===== config.mk =====
export PLATFORM = sky130hd
export DESIGN_NAME = alu_seq_unit
export DESIGN_NICKNAME = d
export VERILOG_FILES = /design/src/rtl/alu_seq_unit.sv
export SDC_FILE = /design/constraint.sdc
export NUM_CORES = 1
export LEC_CHECK = 0
export ABC_AREA = 1
export CAP_MARGIN = 20
export CELL_PAD_IN_SITES_DETAIL_PLACEMENT = 2
export CELL_PAD_IN_SITES_GLOBAL_PLACEMENT = 2
export CORE_MARGIN = 2
export CORE_UTILIZATION = 30
export DETAILED_ROUTE_END_ITERATION = 6
export PLACE_DENSITY = 0.8
export RECOVER_POWER = 100
export SLEW_MARGIN = 10
export SYNTH_ARGS = -nofsm -noshare
export SYNTH_HDL_FRONTEND = slang
export SYNTH_SLANG_ARGS = --single-unit
export TNS_END_PERCENT = 5

===== constraint.sdc =====
create_clock -name clk -period 2.1 [get_ports clk]
set_input_delay 0.21 -clock clk [delete_from_list [all_inputs] [get_ports clk]]
set_output_delay 0.21 -clock clk [all_outputs]
set_load 0.02 [all_outputs]

===== src/rtl/alu_seq_unit.sv =====
// alu_seq_unit
// Execute-stage ALU fed by the ALU control unit's 4-bit ALUOperation code.
// Logic, add/sub, LUI and branch-compare ops finish one edge after start.
// SLL/SRL use an iterative shifter that moves 1 bit per cycle, so there is
// no barrel shifter on the critical path.
//
// Optional feature: define ALU_OVERFLOW_EN to register a signed-overflow
// flag for ADD (0011) and SUB (0100). Without the macro, Overflow is tied 0.
//
// Ports:
//   clk          rising-edge clock
//   reset        asynchronous active-low reset
//   start        operation request, sampled only while idle
//   ALUOperation 4-bit op code (captured at the start edge)
//   A, B         operands (captured at the start edge)
//   shamt        shift amount for SLL/SRL (captured at the start edge)
//   busy         high while an iterative shift is in flight
//   done         one-cycle pulse; ALUResult/Zero/Overflow valid from here on
//   ALUResult    registered result, held until the next completion
//   Zero         registered (ALUResult == 0)
//   Overflow     registered signed overflow (ALU_OVERFLOW_EN only)
module alu_seq_unit #(
  parameter int DATA_WIDTH  = 32,
  parameter int SHAMT_WIDTH = 5
) (
  input  logic                   clk,
  input  logic                   reset,
  input  logic                   start,
  input  logic [3:0]             ALUOperation,
  input  logic [DATA_WIDTH-1:0]  A,
  input  logic [DATA_WIDTH-1:0]  B,
  input  logic [SHAMT_WIDTH-1:0] shamt,
  output logic                   busy,
  output logic                   done,
  output logic [DATA_WIDTH-1:0]  ALUResult,
  output logic                   Zero,
  output logic                   Overflow
);

  localparam logic [0:0] ST_IDLE  = 1'b0;
  localparam logic [0:0] ST_SHIFT = 1'b1;

  localparam logic [3:0] OP_AND = 4'b0000;
  localparam logic [3:0] OP_OR  = 4'b0001;
  localparam logic [3:0] OP_NOR = 4'b0010;
  localparam logic [3:0] OP_ADD = 4'b0011;
  localparam logic [3:0] OP_SUB = 4'b0100;
  localparam logic [3:0] OP_LUI = 4'b0101;
  localparam logic [3:0] OP_SLL = 4'b0110;
  localparam logic [3:0] OP_SRL = 4'b0111;
  localparam logic [3:0] OP_BEQ = 4'b1000;

  localparam int LUI_PAD = DATA_WIDTH - 16;

`ifdef ALU_OVERFLOW_EN
  // Signed overflow: operands with compatible signs (equal for ADD, opposite
  // for SUB) whose wrapped result flips away from A's sign.
  function automatic logic ovf_detect(input logic signed [DATA_WIDTH-1:0] a,
                                      input logic signed [DATA_WIDTH-1:0] b,
                                      input logic signed [DATA_WIDTH-1:0] r,
                                      input logic                         is_sub);
    logic sign_ok;
    sign_ok = is_sub ? (a[DATA_WIDTH-1] != b[DATA_WIDTH-1])
                     : (a[DATA_WIDTH-1] == b[DATA_WIDTH-1]);
    return sign_ok && (r[DATA_WIDTH-1] != a[DATA_WIDTH-1]);
  endfunction
`endif

  logic [0:0]                   state;
  logic [DATA_WIDTH-1:0]        work_p1;
  logic [SHAMT_WIDTH-1:0]       cnt_p1;
  logic                         dir_right_p1;

  logic signed [DATA_WIDTH-1:0] a_s;
  logic signed [DATA_WIDTH-1:0] b_s;
  logic signed [DATA_WIDTH-1:0] sum_p0;
  logic signed [DATA_WIDTH-1:0] diff_p0;
  logic [DATA_WIDTH-1:0]        result_p0;
  logic                         ovf_p0;
  logic                         is_shift_op;

  // ---- stage p0: combinational single-cycle result from live operands ----
  assign a_s         = A;
  assign b_s         = B;
  assign sum_p0      = a_s + b_s;
  assign diff_p0     = a_s - b_s;
  assign is_shift_op = (ALUOperation == OP_SLL) || (ALUOperation == OP_SRL);

  always_comb begin
    result_p0 = '0;
    ovf_p0    = 1'b0;
    case (ALUOperation)
      OP_AND: result_p0 = A & B;
      OP_OR:  result_p0 = A | B;
      OP_NOR: result_p0 = ~(A | B);
      OP_ADD: begin
        result_p0 = sum_p0;
`ifdef ALU_OVERFLOW_EN
        ovf_p0    = ovf_detect(a_s, b_s, sum_p0, 1'b0);
`endif
      end
      OP_SUB: begin
        result_p0 = diff_p0;
`ifdef ALU_OVERFLOW_EN
        ovf_p0    = ovf_detect(a_s, b_s, diff_p0, 1'b1);
`endif
      end
      OP_LUI: result_p0 = {B[15:0], {LUI_PAD{1'b0}}};
      OP_BEQ: result_p0 = diff_p0;
      default: result_p0 = '0;
    endcase
  end

`ifdef ALU_OVERFLOW_EN
  logic ovf_p1;
  assign Overflow = ovf_p1;
`else
  assign Overflow = 1'b0;
`endif

  // ---- stage p1: registered result and iterative shifter ----
  always_ff @(posedge clk or negedge reset) begin
    if (!reset) begin
      state        <= ST_IDLE;
      busy         <= 1'b0;
      done         <= 1'b0;
      ALUResult    <= '0;
      Zero         <= 1'b0;
      work_p1      <= '0;
      cnt_p1       <= '0;
      dir_right_p1 <= 1'b0;
`ifdef ALU_OVERFLOW_EN
      ovf_p1       <= 1'b0;
`endif
    end else begin
      done <= 1'b0;
      case (state)
        ST_IDLE: begin
          if (start) begin
            if (is_shift_op) begin
              // Capture everything the shift needs; A/B/op may change freely
              // while the shift runs.
              work_p1      <= B;
              cnt_p1       <= shamt;
              dir_right_p1 <= ALUOperation[0];
              busy         <= 1'b1;
              state        <= ST_SHIFT;
            end else begin
              ALUResult <= result_p0;
              Zero      <= (result_p0 == '0);
              done      <= 1'b1;
`ifdef ALU_OVERFLOW_EN
              ovf_p1    <= ovf_p0;
`endif
            end
          end
        end
        ST_SHIFT: begin
          if (cnt_p1 != '0) begin
            work_p1 <= dir_right_p1 ? (work_p1 >> 1) : (work_p1 << 1);
            cnt_p1  <= cnt_p1 - 1'b1;
          end else begin
            ALUResult <= work_p1;
            Zero      <= (work_p1 == '0);
            done      <= 1'b1;
            busy      <= 1'b0;
            state     <= ST_IDLE;
`ifdef ALU_OVERFLOW_EN
            ovf_p1    <= 1'b0;
`endif
          end
        end
        default: begin
          state <= ST_IDLE;
          busy  <= 1'b0;
        end
      endcase
    end
  end

`ifndef ALU_OVERFLOW_EN
  // Overflow detection is absent in this build; keep the unused p0 flag
  // visible to lint as intentionally consumed.
  logic unused_ovf;
  assign unused_ovf = ovf_p0;
`endif

endmodule


==> metrics.cfg, run 1 <==
[yosys]
yosys.area_share.xor_xnor_pct = 3.15
yosysWarnings = 0
synthesis.area_um2 = 8350
synth.area.top_cells = dfrtp_1, nand2_1, inv_1
synth-seq-cells = 74
synth_simple_gate_area_share_pct = 36.4
synth.top_cell.area_share_pct = 22.2
number_of_enable_type_register_cells_in_the_synthesized_netlist = 0
seq_area_frac_synth_pct = 22.2
synthesis.area_per_instance_um2 = 5.88
synthDistinctLibCells = 43
postSynthCellCount = 1421
synthFlopType = dfrtp_1
synth_top_cells_by_count = nand2_1, inv_1, o21ai_0, a21oi_1, nor2_1
yosysMostFrequentCell = nand2_1
synthMuxAreaShare_pct = 0
synth.net_count = 1534
synth_compound_gate_area_share_pct = 19.3
asyncSetResetFlopFracSynth_pct = 100
synth.largest_area_cell = dfrtp_1
post_synth_fa_ha_maj_area_fraction_pct = 5.63
synth_top_family_by_area = simple AND/OR/NAND/NOR gates

[timing]
repair-timing-grt-worst-ep = Zero$_DFFE_PN0P_/D
worst-endpoint-pin-kind = register input

[clock_tree]
cts_root_buffer = clkbuf_16
clkSinkCount = 74
cts_buffers = 9
max-clock-path-buffers = 2
cts_htree_levels = 3

[place]
count_of_input_and_output_buffers = 110
detailedPlacementHpwl_mm = 40.9
routabilityCongestion = 0.936

[global_route]
initial_antenna_violation_count = 4
grt_start_max_net_pins = 70

[die]
start_util_pct = 30.2
io_pins = 112
chipWidth_um = 171
floorplan.die.height_um = 171
fp-row-count = 61

[run_status]
outcome = stopped before the end
error = [ERROR DPL-0033] detailed placement checks failed during check placement.
last-stage-reached = 5_1_grt

[repair_timing]
action                                  CTS
resized for setup                       235
gates cloned                              1
setup buffers                            18
endpoints found under the setup margin   32
hold endpoints to repair                 29
pin swaps                                51
hold buffers                              1
[logic make-up after synthesis]
logic type / count (synthesis)
fa+ha+maj: 37
flops: 74
compound gates: 303
simple gates: 697
xor+xnor: 30
other cells: 1
buf+inv: 279
[metrics by stage]
stage          setup slack (ps)  cell area (µm²)  hold slack, ps  cells
2_1_floorplan              -955             8390           -85.6   1421
3_3_place_gp              -2340            12000             193   2154
3_5_place_dp              -2460            12000             190   2154
4_1_cts                   -1410            13300             365   2190
==> run 2, diff against run 1 <==
Settings changed: CELL_PAD_IN_SITES_DETAIL_PLACEMENT 2 to not set, CELL_PAD_IN_SITES_GLOBAL_PLACEMENT 2 to not set, PLACE_DENSITY 0.8 to not set, PLACE_DENSITY_LB_ADDON set to 0.15.
==> run 2 against run 1 <==
Compared with the run above:
- the flow now finishes, with violations (negative setup slack)
- synthesized area stayed put
- synthesized cell count is the same
==> metrics.cfg, run 2 <==
[place]
count_of_input_and_output_buffers = 110  ; unchanged
routabilityCongestion = 0.948  ; +1.2%
detailedPlacementHpwl_mm = 29.7  ; -27%

[timing]
max_clock_freq_ghz = 0.309
slew_violations = 0
fin_worst_skew_ps = 3.46
finalHoldViolations = 0
slew_headroom_pct = 34.6
max_slew.worst_pin.slew_ps = 982
min_period_ps = 3230
min_period_over_period_pct = 154
hold_slack_ps = 460
setup_viol = 31
final.setup.worst_slack_ps = -1130
rsz0062_at_grt = true

[pwr]
netSwitchingFraction_pct = 46.8
ir_drop_v = 0.000518
internal_power_mw = 5.86
cellPowerDensity_nw_per_um2 = 806
report.power.total_mw = 11.0
power_frac_comb_pct = 62.6
pwr-share-seq_pct = 22.9
switching_power_of_the_nets_mw = 5.15
power_leakage_nw = 6.84
power_frac_clock_pct = 14.5

[yosys]
synth.net_count = 1534  ; unchanged
yosysWarnings = 0  ; unchanged
postSynthCellCount = 1421  ; unchanged
synth-seq-cells = 74  ; unchanged
synth.largest_area_cell = dfrtp_1
synth.area.top_cells = dfrtp_1, nand2_1, inv_1
synthesis.area_um2 = 8350  ; unchanged
seq_area_frac_synth_pct = 22.2  ; unchanged
synth.top_cell.area_share_pct = 22.2  ; unchanged
synthDistinctLibCells = 43  ; unchanged
yosysMostFrequentCell = nand2_1
asyncSetResetFlopFracSynth_pct = 100  ; unchanged
synth_top_cells_by_count = nand2_1, inv_1, o21ai_0, a21oi_1, nor2_1
number_of_enable_type_register_cells_in_the_synthesized_netlist = 0  ; unchanged
synthesis.area_per_instance_um2 = 5.88  ; unchanged
synthFlopType = dfrtp_1

[critical_path]
worst_path_most_repeated_cell = nor2_1
crit_path_end_kind = flop
rr_worst_depth = 9
critPathSlowestCell = ha_4
critical_path.startpoint_type = input port
critPathArrivalTime_ps = 3500
slowest_delay_ps = 320
timing.critical_path.buf_inv = 3
crit_fanout = 5
critPathKind = input port to flop
critical_path.top_delay_family = simple AND/OR/NAND/NOR gates
crit_required_ps = 2370
worstSetupPathDepth = 26

[clock_tree]
worstSkewPairLatency_ps = 340
clkSinkCount = 74  ; unchanged
max-clock-path-buffers = 2  ; unchanged
cts_htree_levels = 3  ; unchanged
cts_buffers = 9  ; unchanged
cts_root_buffer = clkbuf_16
clk_pin_slew_ps = 60
tritoncts = built

[die]
core_area_um2 = 27600
floorplan.die.height_um = 171  ; unchanged
fp-row-count = 61  ; unchanged
die-area_um2 = 29200
start_util_pct = 30.2  ; unchanged
io_pins = 112  ; unchanged
chipWidth_um = 171  ; unchanged

[drt]
route.vias.total = 10710
detailedRoute.firstPassIterationCount = 5
viasPerCell = 4.86
detail_route.wl_per_cell_um = 16.8
initialDrtViolationCount = 842
detail_route.drc_violations = 0
postRouteAntennaNets = 0
detail_route.wirelength_mm = 37.0

[finish]
biggestRegsByFlops = ALUResult (32), work_p1 (32), cnt_p1 (5)
mostFrequentLayoutCell = buf_4
area_growth_pct = 63.5
most-common-layout-cells = buf_4, nand2_1, inv_1, o21ai_0, a21oi_1
layout.nets = 1934
drive_above_1_share_pct = 32.9

[global_route]
first_global_vias = 10275
globalRouteTotalUtil_pct = 25.1
initial_antenna_violation_count = 0
grt_remaining_overflow = 0
wire_length_of_the_first_global_routing_pass_mm = 56.2
grt_start_max_net_pins = 64

[worst_hold_path]
worst_min_path_class = input port to flop
hold_depth = 3

[run]
maxCapViolCount = 0

[run_status]
failed_checks = negative setup slack
outcome = finished with violations

==> run 2: cell counts after synthesis <==
No cell type changed its count.
==> run 2: worst register-to-register path, cell delays in order (launching register included) <==
cell and delay, ps:
dfrtp_1 370, inv_1 110, ha_1 160, nand3_1 100
nor2_1 130, inv_1 70, nand2_1 90, clkbuf_1 530
o21ai_0 260, o21ai_1 190
==> run 2: layer usage <==
metal	global-route usage, %	part of all wire [%]	wire [µm]
met1	34.3	46	17200
met2	42.2	47	17500
met3	2.01	3.6	1320
met4	7.63	2.8	1020
met5	0	0	0
==> run 2: power by group through the flow <==
stage / logic [mW] / clock network (mW) / registers [mW]
floorplan: 3.37 / 0 / 2.80
global placement: 6.44 / 0 / 2.54
detailed placement: 6.49 / 0 / 2.54
CTS: 6.90 / 1.63 / 2.54
global route: 7.67 / 1.69 / 2.60
finish: 6.90 / 1.59 / 2.52
==> run 2: worst paths after layout <==
check	startpoint	end	slack, ps
setup / recovery	B[1]	Zero$_DFFE_PN0P_	-1130
hold / removal	shamt[2]	cnt_p1[2]$_DFFE_PN0P_	460
setup reg to reg	cnt_p1[0]$_DFFE_PN0P_	ALUResult[9]$_DFFE_PN0P_	10
hold reg to reg	busy$_DFFE_PN0P_	busy$_DFFE_PN0P_	460
max in group asynchronous	reset	state$_DFF_PN0_	350
min in group asynchronous	reset	ALUResult[4]$_DFFE_PN0P_	570
==> run 2: kinds of logic after synthesis <==
| logic type | count (synthesis) | synth area share [%] |
|---|---|---|
| buf+inv | 279 | 13.3 |
| simple gates | 697 | 36.4 |
| other cells | 1 | 0.0449 |
| fa+ha+maj | 37 | 5.63 |
| flops | 74 | 22.2 |
| xor+xnor | 30 | 3.15 |
| compound gates | 303 | 19.3 |
==> run 2: stage by stage <==
stage	instances	util (%)	instance area (µm²)	setup WS [ps]	TNS (ps)
after floorplan	1421	-	8390	-955	-18320
after global placement	2145	43.2	11900	-2250	-52110
after detailed placement	2145	43.2	11900	-2270	-53220
after CTS	2195	48.0	13300	-1090	-21070
after global routing	2204	49.4	13700	-1420	-28880
final	2205	49.4	13700	-1130	-22610
==> run 2: timing repair <==
item / in CTS / in global routing
hold buffers: 1 / 0
pin swaps: 81 / 65
buffers inserted: 33 / 9
gates resized for setup: 243 / 84
hold endpoints to repair: 38 / 0
endpoints found under the setup margin: 32 / 32
==> run 2: final cells by class <==
cell class / instances / area (µm²)
clock buffer: 11 / 253
inverter: 226 / 862
fill: 2895 / 14000
sequential: 74 / 1850
multi-input combinational: 1068 / 6500
timing repair buffer: 442 / 3650
tap: 378 / 473
antenna: 1 / 2.50
clock inverter: 5 / 52.6
(Power assumes the default switching activity.)
